===== config.mk =====
export PLATFORM = sky130hd
export DESIGN_NAME = seven_seg_scanner
export DESIGN_NICKNAME = d
export VERILOG_FILES = /design/src/rtl/seven_seg_scanner.sv
export SDC_FILE = /design/constraint.sdc
export NUM_CORES = 1
export LEC_CHECK = 0
export CAP_MARGIN = 20
export CORE_MARGIN = 2
export CORE_UTILIZATION = 45
export DETAILED_ROUTE_END_ITERATION = 8
export HOLD_SLACK_MARGIN = 0.12
export PLACE_DENSITY_LB_ADDON = 0.3
export RECOVER_POWER = 100
export SLEW_MARGIN = 20
export SYNTH_ARGS = -nofsm -noshare
export SYNTH_HDL_FRONTEND = slang
export SYNTH_SLANG_ARGS = --single-unit

===== constraint.sdc =====
create_clock -name clk -period 3.5 [get_ports clk]
set_input_delay 1.05 -clock clk [delete_from_list [all_inputs] [get_ports clk]]
set_output_delay 1.05 -clock clk [all_outputs]
set_load 0.05 [all_outputs]

===== src/rtl/seven_seg_scanner.sv =====
// seven_seg_scanner
// Time-multiplexed scan controller for an 8-digit common-anode 7-segment
// display. Display data is double buffered: a load lands in a shadow copy,
// and the shadow is promoted to the active copy only at the frame boundary,
// so a frame never mixes old and new data. Each digit slot begins with a
// blanking gap (all anodes off) so the cathode bus can settle between digits.
//
// Ports:
//   clk        in   system clock, rising edge
//   rst        in   synchronous active-high reset
//   value_in   in   32-bit display word; nibble k drives digit k
//   en_in      in   per-digit enable (0 = digit dark for its whole slot)
//   dp_in      in   per-digit decimal point (1 = lit)
//   lz_in      in   leading-zero suppression enable
//   load       in   one-cycle strobe capturing value_in/en_in/dp_in/lz_in
//   digit      out  nibble of the current digit, feeds the hex decoder
//   anode      out  active-low anode drive, at most one bit low
//   dp_n       out  active-low decimal point of the current digit
//   pending    out  a captured load is waiting for the frame boundary
//   frame_tick out  one-cycle pulse on the last cycle of the last slot
module seven_seg_scanner #(
  parameter int DIGIT_CYCLES = 100000,
  parameter int BLANK_CYCLES = 1000,
  parameter int NUM_DIGITS   = 8
) (
  input  logic        clk,
  input  logic        rst,
  input  logic [31:0] value_in,
  input  logic [7:0]  en_in,
  input  logic [7:0]  dp_in,
  input  logic        lz_in,
  input  logic        load,
  output logic [3:0]  digit,
  output logic [7:0]  anode,
  output logic        dp_n,
  output logic        pending,
  output logic        frame_tick
);

  localparam int PW = $clog2(DIGIT_CYCLES);
  localparam int IW = (NUM_DIGITS > 1) ? $clog2(NUM_DIGITS) : 1;
  localparam logic [PW-1:0] PRESC_LAST = PW'(DIGIT_CYCLES - 1);
  localparam logic [PW-1:0] BLANK_END  = PW'(BLANK_CYCLES);
  localparam logic [IW-1:0] IDX_LAST   = IW'(NUM_DIGITS - 1);

  typedef enum logic {BLANK, SHOW} state_t;

  typedef struct packed {
    logic [31:0] value;
    logic [7:0]  en;
    logic [7:0]  dp;
    logic        lz;
  } disp_t;

  // A digit is visible when enabled and not a suppressed leading zero.
  // Scanning from the top digit down, upper_zero stays true while every
  // nibble from the top down to k is zero; digit 0 is always kept.
  function automatic logic [7:0] visible_mask(input disp_t d);
    logic [7:0] mask;
    logic       upper_zero;
    mask       = '0;
    upper_zero = 1'b1;
    for (int k = NUM_DIGITS - 1; k >= 0; k--) begin
      upper_zero = upper_zero & (d.value[4*k +: 4] == 4'h0);
      mask[k]    = d.en[k] & ~(d.lz & upper_zero & (k != 0));
    end
    return mask;
  endfunction

  state_t          state, state_next;
  logic [PW-1:0]   presc, presc_next;
  logic [IW-1:0]   idx, idx_next;
  disp_t           shadow, shadow_next;
  disp_t           active, active_next;
  disp_t           incoming;
  logic            pending_next;
  logic            presc_wrap, frame_end;
  logic [7:0]      vis;
  logic [3:0]      digit_next;
  logic [7:0]      anode_next;
  logic            dp_n_next;
  logic            frame_tick_next;

  // Slot counters and next-state logic.
  // NOTE: every signal written here gets a default first, so no path leaves
  // it unassigned and no latch is inferred.
  always_comb begin
    presc_wrap = (presc == PRESC_LAST);
    frame_end  = presc_wrap && (idx == IDX_LAST);
    presc_next = presc_wrap ? '0 : presc + 1'b1;
    idx_next   = idx;
    if (presc_wrap) begin
      idx_next = (idx == IDX_LAST) ? '0 : idx + 1'b1;
    end

    state_next = state;
    case (state)
      BLANK:   if (presc_next == BLANK_END) state_next = SHOW;
      SHOW:    if (presc_wrap) state_next = BLANK;
      default: state_next = BLANK;
    endcase
  end

  // Double buffering. A load on the boundary cycle goes straight to the
  // active copy, so pending never rises for it.
  always_comb begin
    incoming     = {value_in, en_in, dp_in, lz_in};
    shadow_next  = shadow;
    active_next  = active;
    pending_next = pending;
    if (load) shadow_next = incoming;
    if (frame_end) begin
      pending_next = 1'b0;
      if (load)         active_next = incoming;
      else if (pending) active_next = shadow;
    end else if (load) begin
      pending_next = 1'b1;
    end
  end

  // Outputs are computed from the next-cycle state so they are registered
  // alongside state and idx. The nibble is presented in BLANK too, giving
  // the decoder the whole gap to settle.
  always_comb begin
    vis             = visible_mask(active_next);
    digit_next      = active_next.value[{idx_next, 2'b00} +: 4];
    anode_next      = '1;
    dp_n_next       = 1'b1;
    if (state_next == SHOW) begin
      anode_next[idx_next] = ~vis[idx_next];
      dp_n_next            = ~(active_next.dp[idx_next] & vis[idx_next]);
    end
    frame_tick_next = (presc_next == PRESC_LAST) && (idx_next == IDX_LAST);
  end

  // NOTE: sequential state uses non-blocking assignments so every register
  // samples the pre-edge values, independent of statement order.
  always_ff @(posedge clk) begin
    if (rst) begin
      state      <= BLANK;
      presc      <= '0;
      idx        <= '0;
      // NOTE: the data registers are cleared on reset as well, because the
      // display must stay dark until the first load after reset.
      shadow     <= '0;
      active     <= '0;
      pending    <= 1'b0;
      digit      <= 4'h0;
      anode      <= 8'hFF;
      dp_n       <= 1'b1;
      frame_tick <= 1'b0;
    end else begin
      state      <= state_next;
      presc      <= presc_next;
      idx        <= idx_next;
      shadow     <= shadow_next;
      active     <= active_next;
      pending    <= pending_next;
      digit      <= digit_next;
      anode      <= anode_next;
      dp_n       <= dp_n_next;
      frame_tick <= frame_tick_next;
    end
  end

endmodule


### Word-level counts from Yosys, hierarchy flattened

Cells that the tools add are included.

* multiplexer cells: 15
* equal/unequal tests: 5
* order comparisons: 2
* $add $sub $neg: 2
* shifts and indexed selects: 1
* reductions and logical operators: 12
* bitwise logic cells: 34

Operators by type and width (number)
* 49-bit two-way mux: 3
* 17-bit equality test (second input constant): 2
* 32-bit by 6-bit variable part select with 4-bit output: 1
* 4-bit logical NOT: 7
* 1-bit bitwise AND: 21
* 17-bit by 1-bit adder with 17-bit output (second input constant): 1
* 17-bit by 10-bit equality test with 1-bit output (second input constant): 1
* 17-bit two-way mux: 1
* 1-bit inverter: 11
* 8-bit inverter: 1
* 8-bit bitwise OR: 1
* 1-bit binary-select mux with 3-bit select: 2
* 3-bit equality test (second input constant): 2
* 3-bit two-way mux: 2
* 1-bit two-way mux: 5
* 3-bit by 4-bit < comparator with 1-bit output (second input constant): 1
* 2-bit OR reduction: 2
* 3-bit by 1-bit adder with 3-bit output (second input constant): 1
* 1-bit demux with 3-bit select: 1
* 3-bit by 1-bit >= comparator with 1-bit output (second input constant): 1
* 1-bit logical AND: 3
* 1-bit case mux with 2 select lines: 1

* bits in registers: 134
* bits of input ports: 52
* output and inout bits: 15
* word-level logic and storage cells: 87

### Depth between registers and ports, before layout

Gate-level depths: netlist (run 1).

* depth after elaboration: 17
* gate-level depth with buffers: 13
* gate-level depth less buffers: 10

### Worst setup path before layout (run 1)

OpenSTA, ideal clock, no wires.

* kind: input -> register
* from: input load
* to: register shadow[16] in the netlist's numbering
* required time: 3.372 ns
* stages on the path: 8
* buffers on the path: 6
* library setup time: 0.128 ns
* slack: 0.495 ns
* arrival time: 2.878 ns
* path through: buf_2 buf_2 buf_2 buf_2 buf_2 buf_1 mux2i_1 nor2_1

RTL lines
* start, declared: line 32 `input logic load,`
* end signal, assigned: line 156 `shadow <= shadow_next;`
* end, declared: line 73 `disp_t shadow, shadow_next;`

### Worst setup path in the final report (run 1)

* from: register presc[0]
* to: register anode[4]

* word-level cells in the longest chain between the ends: 17
* elaborated cells on any way between the ends: 56
* those cells by class: add/sub: 1; order compare: 2; eq/ne: 2; mux: 10; bitwise: 31; reduce/logical: 10

Ends and longest elaborated chain
* start, declared: line 71 `logic [PW-1:0] presc, presc_next;`
* start signal, assigned: line 154 `presc <= presc_next;`
* 17-bit equality test: line 88 `presc_wrap = (presc == PRESC_LAST);`
* 1-bit logical AND: line 89 `frame_end = presc_wrap && (idx == IDX_LAST);`
* 49-bit two-way mux: line 112 `if (frame_end) begin`
* 4-bit logical NOT: line 64 `upper_zero = upper_zero & (d.value[4*k +: 4] == 4'h0);`
* 1-bit bitwise AND (6 in series): line 64
* 1-bit bitwise AND: line 65 `mask[k] = d.en[k] & ~(d.lz & upper_zero & (k != 0));`
* 1-bit inverter: line 65
* 1-bit bitwise AND: line 65
* 1-bit binary-select mux with 3-bit select: line 130 `anode_next[idx_next] = ~vis[idx_next];`
* 1-bit two-way mux (implied by the code): line 130
* 1-bit inverter: line 130
* 8-bit bitwise OR (no line)
* end signal, assigned: line 160 `anode <= anode_next;`
* end, declared: line 34 `output logic [7:0] anode,`

Several ways; a longest one is shown, not always the timed one. The select of a mux whose other input is x is not followed.
A chain may end at the register's enable or synchronous reset.

==> results.yml, run 1 <==
yosys:
  synth-seq-area-share_pct: 43.7
  netlist_area_um2: 6140
  yosys.area_share.simple_pct: 24.9
  synth-seq-cells: 134
  synth_nets: 773
  synthAdderAreaFrac_pct: 0.611
  synth_ff_type: "dfxtp_1"
  synthesis.instances: 718
  yosysWarnings: 0
  ys_types: 64
  synth_top_family_by_area: "simple AND/OR/NAND/NOR gates"
  synth_compound_area_share_pct: 14.7
  synth_edf_count: 0
  synth_mux_area_share_pct: 9.58
  async_flop_share_pct: 0
  avgSynthCellArea_um2: 8.55
  synthXorXnorAreaFrac_pct: 2.28
timing:
  fin_crit_ps: 3290
  fin_crit_sh_pct: 94.0
  setup_viol: 0
  timing.fmax_ghz: 0.304
  setup_tns_ps: 0
  hold_slack_ps: 469
  worst_pin_slew_ps: 1490
  hold_viol_final: 0
  rsz0062_at_grt: "no"
  slew_viol_final: 0
  skew_ps: 7.26
  slew_headroom_pct: 0.461
place:
  dp.final_hpwl_um: 12400
  gp_congestion: 0.928
  portBuffers: 66
final_layout:
  layout-drive-gt1-share_pct: 10.4
  num_antenna_cells: 0
  syn_to_final_growth_pct: 24.5
  num-fill-cells: 1172
  final_util_pct: 57.5
  nNetsFinal: 847
run:
  cap_violations: 1
floorplan:
  die-height_um: 121
  core_um2: 13300
  pin_count: 67
  initial_core_util_pct: 46.2
  num_rows: 42
  die_area_um2: 14600
  fp.dieW_um: 121
global_route:
  gr-usage-all-layers_pct: 24.4
  grt_start_max_net_pins: 52
  grt_pass1_vias: 5565
  antenna_found_initial: 0
  overflow: 0
  grt_pass1_wl_um: 27900
power:
  p_per_area_nw_per_um2: 475
  leakagePower_nw: 2.82
  ir_drop_uv: 336
cts:
  htreeDepth: 4
  cts_hold_buf: 0
  cts_buffers: 17
  clkTransAtPathRegs_ps: 60
  clock_path_buffers: 2
  clock_sinks: 134
  cts_root_buf: "clkbuf_16"
  clock_latency_ps: 420
  cts_tree: "done"
routing:
  ant_nets: 0
  vias: 5603
  detail_route.first_pass.iterations: 7
  drcViolationCount: 0
  wl_per_cell_um: 17.4
  wirelength_um: 17000
  drt-initial-drc-count: 418
  viasPerCell: 5.71
run_status:
  status: "finished, violations left"
  violations: "max-capacitance violations"
critical_path:
  endpoint_kind: "flop"
  cp.required_ps: 3750
  crit_type: "reg2reg"
  crit_path_start_kind: "flop"
  cp_max_fo: 13
  arrival_ps: 3540
hold_path:
  hp-class: "reg2reg"
## layer usage
layer	GRT usage, %	routed length (um)	vias up
met5	0	0	-
met4	9.38	384	0
met3	4.86	1030	29
met2	39.8	7930	193
met1	31.8	7680	2671
li1	-	-	2710
## synthesized netlist by cell type (all sizes together) (7+ instances only)
| cell type | number | share of area (%) |
|---|---|---|
| nor2 | 149 | 9.1 |
| dfxtp | 134 | 44 |
| mux2i | 52 | 8.5 |
| a21oi | 49 | 4.0 |
| nand2 | 49 | 3.0 |
| clkbuf | 25 | 1.5 |
| nor3 | 23 | 2.1 |
| nand3 | 22 | 1.8 |
| buf | 21 | 2.1 |
| nor4 | 16 | 1.9 |
| o21ai | 16 | 1.3 |
| a211oi | 14 | 2.0 |
| nand4 | 13 | 1.6 |
| nor2b | 11 | 1.1 |
| xnor2 | 11 | 1.6 |
| o22ai | 10 | 1.0 |
| inv | 9 | 0.55 |
| a31oi | 7 | 0.71 |
## power breakdown
| group | leakage [nW] | total (mW) | internal (mW) | switching, mW |
|---|---|---|---|---|
| clock network | 0.296 | 1.82 | 1.16 | 0.668 |
| logic | 1.44 | 0.222 | 0.108 | 0.114 |
| registers | 1.09 | 1.58 | 1.56 | 0.0211 |
## path summary, 6_finish.rpt
| check | slack (ps) | start | to | cells past startpoint |
|---|---|---|---|---|
| setup / recovery | 210 | presc[0]$_SDFF_PP0_ | anode[4]$_SDFF_PP1_ | 11 |
| hold / removal | 470 | shadow[45]$_SDFFE_PP0P_ | shadow[45]$_SDFFE_PP0P_ | 2 |
| setup reg to reg | 210 | presc[0]$_SDFF_PP0_ | anode[4]$_SDFF_PP1_ | 11 |
| hold reg to reg | 470 | shadow[45]$_SDFFE_PP0P_ | shadow[45]$_SDFFE_PP0P_ | 2 |
## critical path: stages (launching register included)
cell      delay (ps)
dfxtp_1          410
ha_1             310
and4_1           380
and4_2           390
buf_4            250
mux2i_1          280
buf_4            260
nor2_1            90
a21oi_1          130
o21ai_0          110
a211oi_2         330
nand3_1          170
## final cells by class
type	count	area (um^2)	area share, %
flip-flops and latches	134	2680	35.1
clock inverters	12	151	1.98
well taps	176	220	2.88
clock buffers	20	457	5.98
repair buffers	101	896	11.7
inverters	10	37.5	0.491
multi-input cells	528	3200	41.8
## cell families after synthesis
group,count (synthesis)
and+or+nand+nor,314
AOI/OAI and AO/OA,137
DFF,134
muxes,58
buffers and inverters,56
xor gates and xnor gates,16
adders and majority gates,3
## registers in the layout (all words and copies together) (netlist names)
name	cells
shadow	49
pending	1
dp_n	1
active	49
presc	17
idx	3
anode	8
state	1
frame_tick	1
digit	4
## placed cells by master (no fill, tap or decap), types with 14 or more instances in the layout
cell type,netlist,layout
nor4_1,15,15
mux2i_1,52,52
dfxtp_1,134,134
clkdlybuf4s50_1,0,49
nor3_1,21,21
nor2_1,149,149
dlygate4sd3_1,0,15
a21oi_1,49,49
o21ai_0,14,14
nand3_1,22,22
clkbuf_16,0,17
buf_4,5,26
nand2_1,49,49
## stage by stage
stage | setup slack, ps | cells | total power, mW | instance area, um^2
floorplan | 495 | 718 | 1.73 | 6140
global placement | 122 | 949 | 1.83 | 7070
detailed placement | 123 | 949 | 1.84 | 7070
CTS | 202 | 981 | 3.66 | 7680
global route | 6.47 | 981 | 3.75 | 7640
finish | 211 | 981 | 3.63 | 7640
## what timing repair did
action                                  in CTS  in global routing
gates resized for setup                      0                  1
buffers inserted                             0                  0
endpoints found under the setup margin       0                  5
Note: power is estimated with default switching activity, not from simulation.
==> run 2: changes to the inputs <==
CAP_MARGIN = 25   (was 20)
==> results of run 2 <==
The final DEF is identical to that of run 1; final timing and power are the same.
